**src/rtl/seq_mon_pkg.sv**
```systemverilog
// seq_mon_pkg
//   Shared definitions for seq_change_monitor:
//   - default parameter values for the monitor and its record queue
//   - rec_t: packed record layout {first, stamp, value} at the default sizes
//     (the monitor builds its own parameterized word with the same field order)
//   - sat_inc: saturating increment used for the drop counter
package seq_mon_pkg;

    localparam int DEF_WIDTH      = 8;
    localparam int DEF_DEPTH      = 4;
    localparam int DEF_TS_WIDTH   = 16;
    localparam int DEF_DROP_WIDTH = 8;

    typedef struct packed {
        logic                    first;
        logic [DEF_TS_WIDTH-1:0] stamp;
        logic [DEF_WIDTH-1:0]    value;
    } rec_t;

    // Increment cnt unless it has already reached max_val. Callers narrow
    // the result back to their own counter width.
    function automatic logic [31:0] sat_inc(input logic [31:0] cnt,
                                            input logic [31:0] max_val);
        return (cnt >= max_val) ? cnt : cnt + 32'd1;
    endfunction

endpackage

```
**src/rtl/seq_change_monitor_fifo.sv**
```systemverilog
// sync_fifo
//   Single-clock FIFO with combinational head read.
//   Ports:
//     clk, rst_n     clock / asynchronous active-low reset
//     push, wdata    write request and data; accepted when not full, or when
//                    full and a pop is accepted in the same cycle
//     pop            read request; ignored while empty
//     rdata          head entry, reads 0 while empty
//     full, empty    occupancy flags
//     level          current occupancy (0..DEPTH)
module sync_fifo #(
    parameter int WIDTH = 8,
    parameter int DEPTH = 4
) (
    input  logic                     clk,
    input  logic                     rst_n,
    input  logic                     push,
    input  logic                     pop,
    input  logic [WIDTH-1:0]         wdata,
    output logic [WIDTH-1:0]         rdata,
    output logic                     full,
    output logic                     empty,
    output logic [$clog2(DEPTH):0]   level
);

    localparam int AW = $clog2(DEPTH);

    // Pointers carry one extra bit so full and empty are distinguishable
    // when the index bits match.
    logic [AW:0]      wr_ptr_q, wr_ptr_d;
    logic [AW:0]      rd_ptr_q, rd_ptr_d;
    logic [WIDTH-1:0] mem_q [DEPTH];
    logic             do_push;
    logic             do_pop;

    always_comb begin
        level    = wr_ptr_q - rd_ptr_q;
        empty    = (wr_ptr_q == rd_ptr_q);
        full     = (wr_ptr_q[AW] != rd_ptr_q[AW]) &&
                   (wr_ptr_q[AW-1:0] == rd_ptr_q[AW-1:0]);
        do_pop   = pop && !empty;
        // A pop in the same cycle frees the slot, so a full queue still takes the push.
        do_push  = push && (!full || do_pop);
        wr_ptr_d = wr_ptr_q + (AW+1)'(do_push);
        rd_ptr_d = rd_ptr_q + (AW+1)'(do_pop);
        rdata    = empty ? '0 : mem_q[rd_ptr_q[AW-1:0]];
    end

    // NOTE: sequential state uses non-blocking assignments so every flop
    // samples the pre-edge values regardless of process ordering.
    always_ff @(posedge clk or negedge rst_n) begin
        if (!rst_n) begin
            wr_ptr_q <= '0;
            rd_ptr_q <= '0;
        end else begin
            wr_ptr_q <= wr_ptr_d;
            rd_ptr_q <= rd_ptr_d;
        end
    end

    // NOTE: storage is deliberately not reset; entries are only visible
    // between the pointers, and rdata is forced to 0 while empty.
    always_ff @(posedge clk) begin
        if (do_push) begin
            mem_q[wr_ptr_q[AW-1:0]] <= wdata;
        end
    end

endmodule

```
**src/rtl/seq_change_monitor.sv**
```systemverilog
// seq_change_monitor
//   Samples sample_in every clock and records each value change as a
//   timestamped entry in a small FIFO, drained over a valid/ready interface.
//   Ports:
//     clk, rst_n     clock / asynchronous active-low reset
//     enable         recording enable; while low, prev/armed hold
//     sample_in      watched bus
//     rec_valid      head record present
//     rec_ready      consumer accepts the head record
//     rec_first      head record is the first one since reset
//     rec_time       timestamp (pre-increment ts) of the head record
//     rec_value      value of the head record
//     level          queue occupancy
//     drop_count     records refused by a full queue, saturating
module seq_change_monitor
    import seq_mon_pkg::*;
#(
    parameter int WIDTH      = DEF_WIDTH,
    parameter int DEPTH      = DEF_DEPTH,
    parameter int TS_WIDTH   = DEF_TS_WIDTH,
    parameter int DROP_WIDTH = DEF_DROP_WIDTH
) (
    input  logic                     clk,
    input  logic                     rst_n,
    input  logic                     enable,
    input  logic [WIDTH-1:0]         sample_in,
    output logic                     rec_valid,
    input  logic                     rec_ready,
    output logic                     rec_first,
    output logic [TS_WIDTH-1:0]      rec_time,
    output logic [WIDTH-1:0]         rec_value,
    output logic [$clog2(DEPTH):0]   level,
    output logic [DROP_WIDTH-1:0]    drop_count
);

    localparam int          RW       = 1 + TS_WIDTH + WIDTH;
    localparam logic [31:0] DROP_MAX = 32'({DROP_WIDTH{1'b1}});

    logic [TS_WIDTH-1:0]   ts_q, ts_d;
    logic [WIDTH-1:0]      prev_q, prev_d;
    logic                  armed_q, armed_d;
    logic [DROP_WIDTH-1:0] drop_q, drop_d;

    logic                  change;
    logic                  pop;
    logic                  drop_event;
    logic                  fifo_full;
    logic                  fifo_empty;
    logic [RW-1:0]         wr_word;
    logic [RW-1:0]         head_word;

    always_comb begin
        // Case inequality lets X/Z transitions register in simulation;
        // synthesis reduces it to an ordinary compare.
        change     = enable && (armed_q || (sample_in !== prev_q));
        pop        = rec_valid && rec_ready;
        drop_event = change && fifo_full && !pop;
        ts_d       = ts_q + TS_WIDTH'(1);
        // prev tracks the last *detected* change, even if the queue refused it,
        // so a dropped value is not reported again.
        prev_d     = change ? sample_in : prev_q;
        armed_d    = armed_q && !change;
        drop_d     = drop_event ? DROP_WIDTH'(sat_inc(32'(drop_q), DROP_MAX)) : drop_q;
        wr_word    = {armed_q, ts_q, sample_in};
    end

    always_ff @(posedge clk or negedge rst_n) begin
        if (!rst_n) begin
            ts_q    <= '0;
            prev_q  <= '0;
            armed_q <= 1'b1;
            drop_q  <= '0;
        end else begin
            ts_q    <= ts_d;
            prev_q  <= prev_d;
            armed_q <= armed_d;
            drop_q  <= drop_d;
        end
    end

    sync_fifo #(
        .WIDTH (RW),
        .DEPTH (DEPTH)
    ) u_fifo (
        .clk   (clk),
        .rst_n (rst_n),
        .push  (change),
        .pop   (pop),
        .wdata (wr_word),
        .rdata (head_word),
        .full  (fifo_full),
        .empty (fifo_empty),
        .level (level)
    );

    assign rec_valid = !fifo_empty;
    assign {rec_first, rec_time, rec_value} = head_word;
    assign drop_count = drop_q;

endmodule

```
**config.mk**
```make
export PLATFORM = sky130hd
export DESIGN_NAME = seq_change_monitor
export DESIGN_NICKNAME = d
export VERILOG_FILES = /design/src/rtl/seq_mon_pkg.sv /design/src/rtl/seq_change_monitor_fifo.sv /design/src/rtl/seq_change_monitor.sv
export SDC_FILE = /design/constraint.sdc
export NUM_CORES = 1
export LEC_CHECK = 0
export BUFFER_PORTS_ARGS = -buffer_cell sky130_fd_sc_hd__buf_2
export CAP_MARGIN = 20
export CORE_ASPECT_RATIO = 0.6
export CORE_UTILIZATION = 33
export CTS_CLUSTER_DIAMETER = 50
export DETAILED_ROUTE_END_ITERATION = 12
export PLACE_DENSITY = 0.58
export SLEW_MARGIN = 15
export SYNTH_ARGS = -nofsm -noshare
export SYNTH_HDL_FRONTEND = slang
export SYNTH_SLANG_ARGS = --single-unit
```
**constraint.sdc**
```tcl
create_clock -name clk -period 6.7 [get_ports clk]
set_input_delay 0.67 -clock clk [delete_from_list [all_inputs] [get_ports clk]]
set_output_delay 0.67 -clock clk [all_outputs]
set_load 0.02 [all_outputs]
```
==> run summary, run 1 <==
Clock Path Buffers = 2
gate count after technology mapping = 311
Worst IR Drop VDD = 0.000228 V
post-synthesis sequential area ratio = 0.711
ys async rst share = 0.281
Startpoint Class = flip-flop
Max-Cap Viols = 0
num rows = 36
# IOs = 49
Mapped Nets = 332
hold_buf cts = 0
area leader, netlist = edfxtp_1
post-layout power = 3.21 mW
part of the power in registers = 0.376
final setup fails = 0
antenna violations before repair = 0
type of destination of the critical path = output pin
pwr/cell area = 477 nW/um2
Placer Congestion = 0.679
register bit total from synthesis = 139
RSZ-0062 raised after global routing = false
Place WS = 3.78 ns
area grow syn2layout = 20.3%
Comb power frac = 0.335
Leakage Power = 2.47 nW
DR DRC count = 0
worst path arrival time = 2.60 ns
post-layout util = 0.411
clk_skew = 0.00898 ns
Cell Area, Synth = 5600 um2
relative slew slack = 0.355
Initial DRC Count = 153
setup TNS = 0 ns
CP max stage delay = 1.00 ns
Post CTS Setup Buffer Count = 0
first-pass GRT wire length = 16,900 um
Initial Util = 0.342
met2 GRT Util = 0.195
core area = 16,400 um2
clk slew on worst S/H paths = 0.06 ns
GR peak layer = met2
switching share of power = 0.348
clk sinks = 139
CP cell instances = ha_1 > and3_1 > buf_4 > nor2b_1 > buf_2
GRT met1 Usage = 0.194
Tcrit/Tclk final = 0.488
CP required = 6.03 ns
nets@finish = 394
Root Buffer = clkbuf_16
Synth cell types = 26
DRT Wirelength = 10,700 um
all-layer global routing usage = 0.136
share of cells above drive strength 1 = 0.334
Hold WS = 0.397 ns
Post-DP HPWL = 6470 um
Slowest-stage cell, CP = dfrtp_2
ANT nets after route = 0
run status = completed
die area = 17,500 um2
cts repair resizes = 0
Worst-Margin Slew = 0.968 ns
CTS tree = done
Yosys top cell area share = 0.536
grt ovf = 0
Post-synth top cells = edfxtp_1 (100), dfrtp_1 (38), nor2b_1 (27)
Internal = 2.10 mW
Ys Warns = 0
Max Transition Viols Final = 0
Die W = 170 um
Hold Violations, Final = 0
met3 Resource Use GR = 0.0403
Area contributors post-synth = edfxtp_1 (54%), dfrtp_1 (17%), mux4_2 (10%), xnor2_1 (4.1%), nor2b_1 (3.0%)
vias = 2,879
critical path class = reg -> out
Routed wire per std cell = 17.4 um
Die H = 103 um
H-tree levels = 4
Via-to-Cell Ratio = 4.69
Post-synth top flop = edfxtp_1
Post-synth EDFFs = 100
post-route minimum period = 3.27 ns
final worst slack = 3.43 ns
Highest Clock Rate = 306 MHz
number of global-route vias before repair = 2,890
Avg Synthesized Cell Area = 18.0 um2
Max FO, Critical Path = 27
Sw Pwr = 1.12 mW
port bufs = 48
Worst-Skew Late Latency = 0.41 ns
Hold Path Class = in -> async
count leader, synth = edfxtp_1
Ant. Diodes = 0
clock power share = 0.290
largest net degree at the start of global routing = 40
total CTS buffers = 17
drt first pass iters = 4
==> layout by cell type, fill, tap and decap left out, drive strengths merged, types with 4 or more instances in the layout <==
| master | n |
|---|---|
| mux4 | 25 |
| nand2 | 7 |
| nor2 | 6 |
| nor2b | 27 |
| clkinvlp | 4 |
| dfrtp | 38 |
| ha | 8 |
| inv | 14 |
| xor2 | 7 |
| clkbuf | 18 |
| nor3 | 4 |
| xnor2 | 26 |
| edfxtp | 100 |
| buf | 54 |
| and3 | 5 |
| nand3 | 14 |
| nand4 | 8 |
| mux2 | 9 |
==> logic make-up (layout without fill, tap and decap cells) <==
group,after synthesis,in the layout,share of synthesized area
buffers and inverters,20,95,0.0143
multiplexers,34,34,0.119
AO/OA/AOI/OAI,2,2,0.00759
flip-flops,139,139,0.711
AND/OR/NAND/NOR,74,74,0.0753
adder cells (fa/ha/maj),9,9,0.0214
XOR/XNOR,33,33,0.0516
==> layer usage <==
metal	vias up	part of all wire
li1	1315	-
met1	1493	0.51
met2	60	0.43
met3	11	0.049
met4	0	0.011
met5	-	0
==> flip-flops by register name, indices dropped and copies added, names as in the netlist <==
signal and flops:
drop_count 8, ts_q 16, u_fifo.rd_ptr_q 3, armed_q 1
u_fifo.mem_q 100, prev_q 8, u_fifo.wr_ptr_q 3
==> worst max-delay path, delay by kind of cell, from the launching register on <==
family | cells | cell delay [ns]
adders and majority gates | 1 | 0.40
buffers and inverters | 2 | 0.42
DFF | 1 | 1.00
and+or+nand+nor | 2 | 0.35
==> path summary, 6_finish.rpt <==
check / start / end / slack, ns / depth (start not counted)
setup reg to reg: u_fifo.rd_ptr_q[0]$_DFF_PN0_ / u_fifo.mem_q[0][1]$_DFFE_PP_ / 3.88 / 6
min in group clk: drop_count[6]$_DFFE_PN0P_ / drop_count[6]$_DFFE_PN0P_ / 0.49 / 1
hold / removal: rst_n / u_fifo.wr_ptr_q[2]$_DFF_PN0_ / 0.40 / 1
setup / recovery: u_fifo.rd_ptr_q[0]$_DFF_PN0_ / rec_value[6] / 3.43 / 5
max in group asynchronous: rst_n / u_fifo.rd_ptr_q[0]$_DFF_PN0_ / 5.68 / 1
hold reg to reg: drop_count[6]$_DFFE_PN0P_ / drop_count[6]$_DFFE_PN0P_ / 0.49 / 1
==> power groups by stage <==
stage / Clock [mW] / Combinational, mW / Sequential, mW
2_1_floorplan: 0 / 0.775 / 1.18
3_3_place_gp: 0 / 1.09 / 1.22
3_5_place_dp: 0 / 1.10 / 1.23
4_1_cts: 0.955 / 1.11 / 1.21
5_1_grt: 0.991 / 1.17 / 1.23
6_report: 0.931 / 1.08 / 1.21
==> area by class of cell <==
type,count,area (um2)
Clock inverter,14,160
Inverter,9,33.8
Clock buffer,18,429
Fill cell,1514,9660
Tap cell,228,285
Sequential cell,139,3980
Timing Repair Buffer,54,285
Multi-Input combinational cell,152,1560
==> metrics by stage <==
| stage | instance area [um2] | cells |
|---|---|---|
| after floorplan | 5600 | 311 |
| after global placement | 6150 | 582 |
| after detailed placement | 6150 | 582 |
| after CTS | 6740 | 614 |
| after global routing | 6740 | 614 |
| final | 6740 | 614 |
Note: power is estimated with default switching activity, not from simulation.
==> inputs of run 2 (changes only) <==
- clock period: 6.7 -> 3.1 ns (I/O delays scaled with it)
==> run 2 against run 1 <==
Compared with the run above: utilization is 0.27 points higher; count of clock-buffer cells in the layout fell by 1; global-route usage grew 0.21 points; power is 120% higher; die area unchanged.
==> run summary, run 2 (synthesized netlist as in run 1, its figures left out) <==
H-tree levels = 4 (unchanged)
ANT nets after route = 0 (unchanged)
nets@finish = 397 (+0.76%)
Root Buffer = clkbuf_16
post-route design area = 6780 um2 (+0.67%)
critical path class = reg -> reg
cts repair resizes = 0 (unchanged)
most frequent cells in the layout = edfxtp_1 (100), buf_2 (48), dfrtp_1 (37)
number of global-route vias before repair = 3,019 (+4.5%)
die area = 17,500 um2 (unchanged)
CP cell instances = inv_1 > ha_1 > nand2_1 > or3_4 > nand3_1 > nor3_4 > buf_4
area grow syn2layout = 21.1%
final setup fails = 0 (unchanged)
Highest Clock Rate = 365 MHz
Placed Area = 6180 um2 (+0.53%)
CP required = 3.18 ns (-2.85 ns)
vias = 2,916 (+1.3%)
Hold Path Class = in -> reg
RSZ-0062 raised after global routing = false
Max-Cap Viols = 0 (unchanged)
clk_skew = 0.0131 ns (+0.00410 ns)
first-pass GRT wire length = 17,600 um (+4.2%)
grt ovf = 0 (unchanged)
Worst IR Drop VDD = 0.000362 V (+59%)
num rows = 36 (unchanged)
Via-to-Cell Ratio = 4.73 (+0.79%)
all-layer global routing usage = 0.138 (+0.00209)
share of cells above drive strength 1 = 0.339 (+0.00513)
Hold Violations, Final = 0 (unchanged)
Worst-Skew Late Latency = 0.41 ns (about the same)
pwr/cell area = 1020 nW/um2 (+110%)
core area = 16,400 um2 (unchanged)
Die H = 103 um (unchanged)
Die W = 170 um (unchanged)
drt first pass iters = 4 (unchanged)
largest net degree at the start of global routing = 40 (unchanged)
Slowest-stage cell, CP = nor3_4
Place WS = 0.321 ns (-3.46 ns)
post-route minimum period = 2.74 ns
post-layout power = 6.93 mW (+120%)
commonest non-fill, non-tap cell in the layout = edfxtp_1
worst path arrival time = 2.83 ns (+0.23 ns)
# IOs = 49 (unchanged)
Placer Congestion = 0.727 (+7.0%)
Initial Util = 0.342 (unchanged)
clk sinks = 139 (unchanged)
Clock Path Buffers = 2 (unchanged)
CP max stage delay = 0.51 ns (-0.49 ns)
port bufs = 48 (unchanged)
Max FO, Critical Path = 18 (-33%)
run status = completed
Worst-Margin Slew = 0.521 ns (-0.447 ns)
type of destination of the critical path = flip-flop
DR DRC count = 0 (unchanged)
Initial DRC Count = 201 (+31%)
final worst slack = 0.357 ns (-3.07 ns)
Leakage Power = 2.50 nW (+1.2%)
Post-DP HPWL = 7170 um (+11%)
Startpoint Class = flip-flop
Routed wire per std cell = 17.8 um (+2.2%)
DRT Wirelength = 11,000 um (+2.7%)
relative slew slack = 0.653 (+0.298)
clk slew on worst S/H paths = 0.06 ns (about the same)
Hold WS = 0.180 ns (-0.217 ns)
Tcrit/Tclk final = 0.885
Max Transition Viols Final = 0 (unchanged)
CTS tree = done
antenna violations before repair = 0 (unchanged)
Largest register FFs = 100 (unchanged)
Ant. Diodes = 0 (unchanged)
total CTS buffers = 17 (unchanged)
[run 2: cell count changes in the layout (fill, tap and decap cells not counted), moves of 2 or more]
cell,change
inv_8,+4
nor3_2,-4
clkinvlp_4,-2
bufinv_16,-2
nor3_4,+4
[run 2: where the power goes]
part	internal, mW	switching [mW]
sequential	2.38	0.146
clock	1.07	0.865
combinational	0.975	1.50
total	4.43	2.51
[run 2: per-stage QoR]
stage | utilization | instances | TNS, ns
after floorplan | - | 311 | -12.02
final | 0.414 | 617 | 0
after global placement | 0.377 | 583 | 0
after global routing | 0.414 | 617 | 0
after CTS | 0.412 | 615 | 0
after detailed placement | 0.377 | 583 | 0
[run 2: worst max-delay path, delay by kind of cell, from the launching register on]
family	cells	cell delay [ns]
fa+ha+maj	1	0.34
buf+inv	2	0.55
flops	1	0.46
simple gates	4	1.06
[run 2: cell type report]
cell class	count	area (um2)
fill	1473	9610
timing repair buffer	57	323
inverter	9	33.8
multi-input combinational	152	1590
tap	228	285
clock inverter	15	146
clock buffer	17	425
sequential	139	3980
[run 2: final timing paths]
kind | slack, ns | cells after the start | startpoint | end
setup / recovery | 0.36 | 7 | u_fifo.wr_ptr_q[0]$_DFF_PN0_ | u_fifo.mem_q[2][1]$_DFFE_PP_
hold / removal | 0.18 | 1 | sample_in[0] | u_fifo.mem_q[0][0]$_DFFE_PP_
setup reg to reg | 0.36 | 7 | u_fifo.wr_ptr_q[0]$_DFF_PN0_ | u_fifo.mem_q[2][1]$_DFFE_PP_
hold reg to reg | 0.48 | 1 | drop_count[5]$_DFFE_PN0P_ | drop_count[5]$_DFFE_PN0P_
max in group asynchronous | 2.15 | 3 | rst_n | armed_q$_DFF_PN1_
min in group asynchronous | 0.37 | 2 | rst_n | ts_q[4]$_DFF_PN0_
[run 2: routing by layer]
layer	GRT usage	wire length [um]	part of all wire	vias to the layer above
li1	-	-	-	1310
met1	0.205	5680	0.52	1529
met2	0.198	4740	0.43	71
met3	0.0342	495	0.045	6
met4	0.0457	84	0.0076	0
met5	0	0	0	-
[run 2: what timing repair did]
item / in CTS / in global routing
setup buffers: 0 / 0
endpoints found under the hold margin: 0 / 14
hold buffers: 0 / 1
